## config.mk

```make
export PLATFORM = sky130hd
export DESIGN_NAME = instr_sequencer
export DESIGN_NICKNAME = d
export VERILOG_FILES = /design/src/rtl/instr_sequencer.sv
export SDC_FILE = /design/constraint.sdc
export NUM_CORES = 1
export LEC_CHECK = 0
export CAP_MARGIN = 5
export CORE_UTILIZATION = 41
export CTS_CLUSTER_DIAMETER = 120
export DETAILED_ROUTE_END_ITERATION = 7
export PLACE_DENSITY = 0.72
export SYNTH_ARGS = -nofsm -noshare
export SYNTH_HDL_FRONTEND = slang
export SYNTH_SLANG_ARGS = --single-unit
```

## constraint.sdc

```tcl
create_clock -name i_clk -period 1.5 [get_ports i_clk]
set_input_delay 0.3 -clock i_clk [delete_from_list [all_inputs] [get_ports i_clk]]
set_output_delay 0.3 -clock i_clk [all_outputs]
set_load 0.02 [all_outputs]
```

## src/rtl/instr_sequencer.sv

```systemverilog
// Fetch/decode/execute sequencer for the 8-bit core: drives the PC strobes, the memory
// read handshake and the datapath execute pulse. Optional single-step: INSTR_SEQ_STEP_EN.
module instr_sequencer #(
  parameter int CNT_W = 16
) (
  input  logic             i_clk,
  input  logic             i_reset,
  input  logic             i_run,
`ifdef INSTR_SEQ_STEP_EN
  input  logic             i_step,
`endif
  input  logic [7:0]       i_mem_data,
  input  logic             i_mem_ready,
  output logic             o_mem_req,
  output logic             o_pc_oe,
  output logic             o_pc_incr,
  output logic             o_pc_load,
  output logic [7:0]       o_jump_addr,
  output logic [7:0]       o_ir,
  output logic [7:0]       o_operand,
  output logic             o_exec,
  input  logic             i_exec_done,
  input  logic             i_flag_z,
  input  logic             i_flag_c,
  output logic             o_halted,
  output logic [CNT_W-1:0] o_retired
);

  typedef enum logic [2:0] {
    S_HALT,
    S_FETCH,
    S_DECODE,
    S_OPND,
    S_EXEC,
    S_EXEC_WAIT
  } state_t;

  state_t            state_q, state_d;
  logic [7:0]        ir_q, ir_d;
  logic [7:0]        operand_q, operand_d;
  logic [CNT_W-1:0]  retired_q, retired_d;
  logic              run_q;
  logic              retire;
  logic [3:0]        opcode;
  state_t            retire_state;

  assign opcode = ir_q[7:4];

`ifdef INSTR_SEQ_STEP_EN
  logic step_q;

  always_ff @(posedge i_clk or negedge i_reset) begin
    if (!i_reset) step_q <= 1'b0;
    else          step_q <= i_step;
  end
`endif

  always_ff @(posedge i_clk or negedge i_reset) begin
    if (!i_reset) begin
      state_q   <= S_HALT;
      ir_q      <= 8'h00;
      operand_q <= 8'h00;
      retired_q <= '0;
      run_q     <= 1'b0;
    end else begin
      state_q   <= state_d;
      ir_q      <= ir_d;
      operand_q <= operand_d;
      retired_q <= retired_d;
      run_q     <= i_run;
    end
  end

  always_comb begin
    state_d      = state_q;
    ir_d         = ir_q;
    operand_d    = operand_q;
    retire       = 1'b0;
    o_mem_req    = 1'b0;
    o_pc_incr    = 1'b0;
    o_pc_load    = 1'b0;
    o_exec       = 1'b0;
    o_halted     = 1'b0;
    retire_state = S_FETCH;
`ifdef INSTR_SEQ_STEP_EN
    // Dropping run (or stepping) parks the core after the current instruction.
    if (!i_run) retire_state = S_HALT;
`endif

    case (state_q)
      S_HALT: begin
        o_halted = 1'b1;
        if (i_run && !run_q) state_d = S_FETCH;
`ifdef INSTR_SEQ_STEP_EN
        else if (!i_run && i_step && !step_q) state_d = S_FETCH;
`endif
      end
      S_FETCH: begin
        o_mem_req = 1'b1;
        if (i_mem_ready) begin
          o_pc_incr = 1'b1;
          ir_d      = i_mem_data;
          state_d   = S_DECODE;
        end
      end
      S_DECODE: begin
        case (opcode)
          4'h0: begin
            retire  = 1'b1;
            state_d = retire_state;
          end
          4'hF: begin
            retire  = 1'b1;
            state_d = S_HALT;
          end
          4'h1, 4'h2, 4'h3, 4'h4: state_d = S_OPND;
          default: state_d = S_EXEC;
        endcase
      end
      S_OPND: begin
        o_mem_req = 1'b1;
        if (i_mem_ready) begin
          o_pc_incr = 1'b1;
          operand_d = i_mem_data;
          state_d   = S_EXEC;
        end
      end
      S_EXEC: begin
        case (opcode)
          4'h2: o_pc_load = 1'b1;
          4'h3: o_pc_load = i_flag_z;
          4'h4: o_pc_load = i_flag_c;
          default: o_exec = 1'b1;
        endcase
        // Jumps always finish here; LDI/ALU ops wait for the datapath unless it is already done.
        if (!o_exec || i_exec_done) begin
          retire  = 1'b1;
          state_d = retire_state;
        end else begin
          state_d = S_EXEC_WAIT;
        end
      end
      S_EXEC_WAIT: begin
        if (i_exec_done) begin
          retire  = 1'b1;
          state_d = retire_state;
        end
      end
      default: state_d = S_HALT;
    endcase

    retired_d = retire ? retired_q + CNT_W'(1) : retired_q;
  end

  assign o_pc_oe     = o_mem_req;
  assign o_jump_addr = operand_q;
  assign o_ir        = ir_q;
  assign o_operand   = operand_q;
  assign o_retired   = retired_q;

endmodule

```

==> results.md <==
- Status: finished with violations
- Failing checks: setup timing
- Placer Congestion: a little under 0.9
- Final Net Count: 274
- Wire per inst: between 15 and 20 microns
- PD cells: between 2000 and 2500 nW/um^2
- Unrepaired setup endpoints after global routing: yes
- Crit path kind: reg2out
- Worst-path clk slew: around 80 ps
- Fill count: about 300
- Setup WS pre-CTS: -513 ps
- Final Util: 73.0%
- Post-Route WL: roughly 5.6 mm
- Core area: roughly 4400 sq um
- Critical Path RT: approximately 1200 ps
- Area share of the largest cell type after synthesis: between 40% and 50%
- Flop-to-flop setup slack: -310 ps
- Clock Tree Root: clkbuf_8
- Area of the die: about 4800 sq um
- Syn_nets: roughly 180
- Peak fanout along the critical path: 4
- TritonCTS clock tree: built
- CTS sink cnt: 36
- GRT overflow: 0
- Slack of the critical path: -360 ps
- H-tree levels: 2
- Syn Area/Cell: between 10 and 15 sq um
- Worst r2r dst: o_retired[6]
- Reg2reg start: o_ir[5]
- Reg area: 908 sq um
- CP max stage cell: dfrtp_2
- WP buf/inv: 1
- TritonCTS Buffers: 5
- Vias/cell: 5.39
- Largest cells by area after synthesis: dfrtp_1 48%, mux2_2 10%, xor2_1 7.0%
- Vias: between 1500 and 2000
- Max Clock Skew: roughly 5.6 ps
- Max Slew Vio Count: 0
- Post-synthesis cell type count: 37
- HPWL Detailed: roughly 3.5 mm
- Crit-path max cell delay: 410 ps
- Tmin final: ~1900 ps
- CP cell instances: and2b_2 -> o21bai_1 -> nor3b_2 -> buf_4
- TritonRoute pass-1 iters: 4
- Longest Clk Path Bufs: 2
- Final antenna-violating net count: 0
- Largest area contributor in the netlist: dfrtp_1
- Area of the multi-input gates: roughly 1100 sq um
- Largest net degree at the start of global routing: 37
- CP arrival: between 1500 and 2000 ps
- Crit path max-delay family: simple AND/OR/NAND/NOR gates
- DP Cell Count: 289
- Setup violations, final: 39
- Yosys reg bits: 36
- Max_slew headroom: ~64%
- Die Span Y: roughly 70 microns
- Hold buffers post-CTS: 0
- Hold Path Class: in2async
- Clock latency at the later pin of the worst-skew pair: a little under 300 ps
- Initial DRC Count: between 50 and 60
- Share of cells above drive strength 1: between 40% and 50%
- Number of synthesized flops with an enable pin: 0
- Row Count: 24
- Seq/Total Area, Yosys: between 40% and 50%
- Synth warnings: 0
- Final count of hold timing violations: 0
- Fin crit share: 124%
- Mapped Area: between 1500 and 2000 sq um
- Initial antenna violation count: 0
- Commonest register cell after synthesis: dfrtp_1
- Asr flop ratio synth: 100%
- Worst hold margin: roughly 380 ps
- Syn Inst Count: 160
- Ant. Diodes: 0
- Total of max-cap violations: 0
- Vias in the first global route: around 1800
- CP startpoint kind: flip-flop
- Synth-to-Final Area Change: 70.9%
- Post-Layout Cell Count: ~310
- First-pass GRT wire length: 8.47 mm
- VDD IR max: 1.42 mV
- Critical path launch point: o_ir[6]
- IO Port Bufs: 60
- Crit. End Element: primary output
- Worst Tran Pin Value: about 540 ps
- Chip width: 69.6 microns
- I/O pins: between 60 and 70
- Static Leak: 0.00137 uW
- Initial Utilization: between 40% and 50%
- # DRC: 0
- Fmax: 0.538 GHz
- Total track usage: between 20 and 25%
- Worst r2r path cells: 7
area by class of cell:
cell class                      count  area share, %
Inverter                            3          0.352
Sequential cell                    36           28.4
Timing Repair Buffer              106           30.9
Clock inverter                      3           1.33
Tap cell                           52           2.03
Clock buffer                        5           2.15
Multi-Input combinational cell    106           34.8
kinds of logic after synthesis:
kind of cell / share of synthesized area, %
buf+inv: 6.21
flops: 48.1
xor+xnor: 7.01
mux: 10.2
simple gates: 13.8
fa+ha+maj: 0.668
compound gates: 14.0
timing repair:
item | CTS | global route
endpoints found under the setup margin | 78 | 46
resized for setup | 106 | 48
buffers inserted | 7 | 9
gates cloned | 0 | 0
pin swaps | 13 | 14
placed cells by master, fill, tap and decap left out, drive strengths merged, types with 2 or more instances in the layout:
cell	netlist	final
dlygate4sd2	0	34
and4	3	3
mux2	17	17
dfrtp	36	36
nand3	9	9
inv	3	3
o21ai	3	3
and3	2	2
a31oi	5	5
nand2b	2	2
a311oi	11	11
clkdlybuf4s15	0	3
nor3b	3	3
nor3	2	2
a21oi	3	3
nand2	5	5
buf	14	54
o22ai	2	2
nor2	5	5
nor4	2	2
clkdlybuf4s50	0	13
and2	3	3
nor2b	2	2
nand4	4	4
xor2	15	15
clkbuf	1	6
worst max-delay path by stage:
stage / end / slack, ps / cells past startpoint
after floorplan: o_retired[7] / -50 / 5
after global placement: o_pc_load / -470 / 5
after detailed placement: o_pc_load / -510 / 5
after CTS: o_retired[12] / -290 / 7
after global routing: o_exec / -400 / 4
final: o_exec / -360 / 4
registers in the layout (all words and copies together), names as in the netlist:
name and flops:
state_q 3, o_retired 16, o_ir 8, run_q 1, o_jump_addr 8
routing by layer:
| metal | wire length [microns] | GRT usage, % | vias to the layer above | part of all wire, % |
|---|---|---|---|---|
| met1 | 2340 | 27.0 | 836 | 42 |
| li1 | - | - | 781 | - |
| met2 | 2960 | 38.1 | 47 | 53 |
| met3 | 172 | 4.65 | 11 | 3.1 |
| met4 | 125 | 9.75 | 0 | 2.2 |
| met5 | 0 | 0 | - | 0 |
per-stage QoR:
stage	instance area [sq um]	TNS, ps	power, uW
global placement	2740	-7810	5690
floorplan	1930	-703	4000
CTS	2970	-4110	6600
global route	3200	-8040	7620
detailed placement	2740	-9180	5810
finish	3200	-5890	7250
synthesized netlist by cell type, drive strengths merged, types with 4 or more instances:
cell type	instances
a31oi	5
buf	14
nand3	9
mux2	17
nand2	5
xor2	15
nor2	5
dfrtp	36
nand4	4
a311oi	11
power breakdown:
group | switching [uW] | total (uW) | leakage [uW] | internal (uW)
clock | 381 | 874 | 0.0000541 | 492
combinational | 2280 | 4460 | 0.000911 | 2180
sequential | 486 | 1920 | 0.000401 | 1440
total | 3150 | 7250 | 0.00137 | 4110
Power figures use the tool's default switching activity.
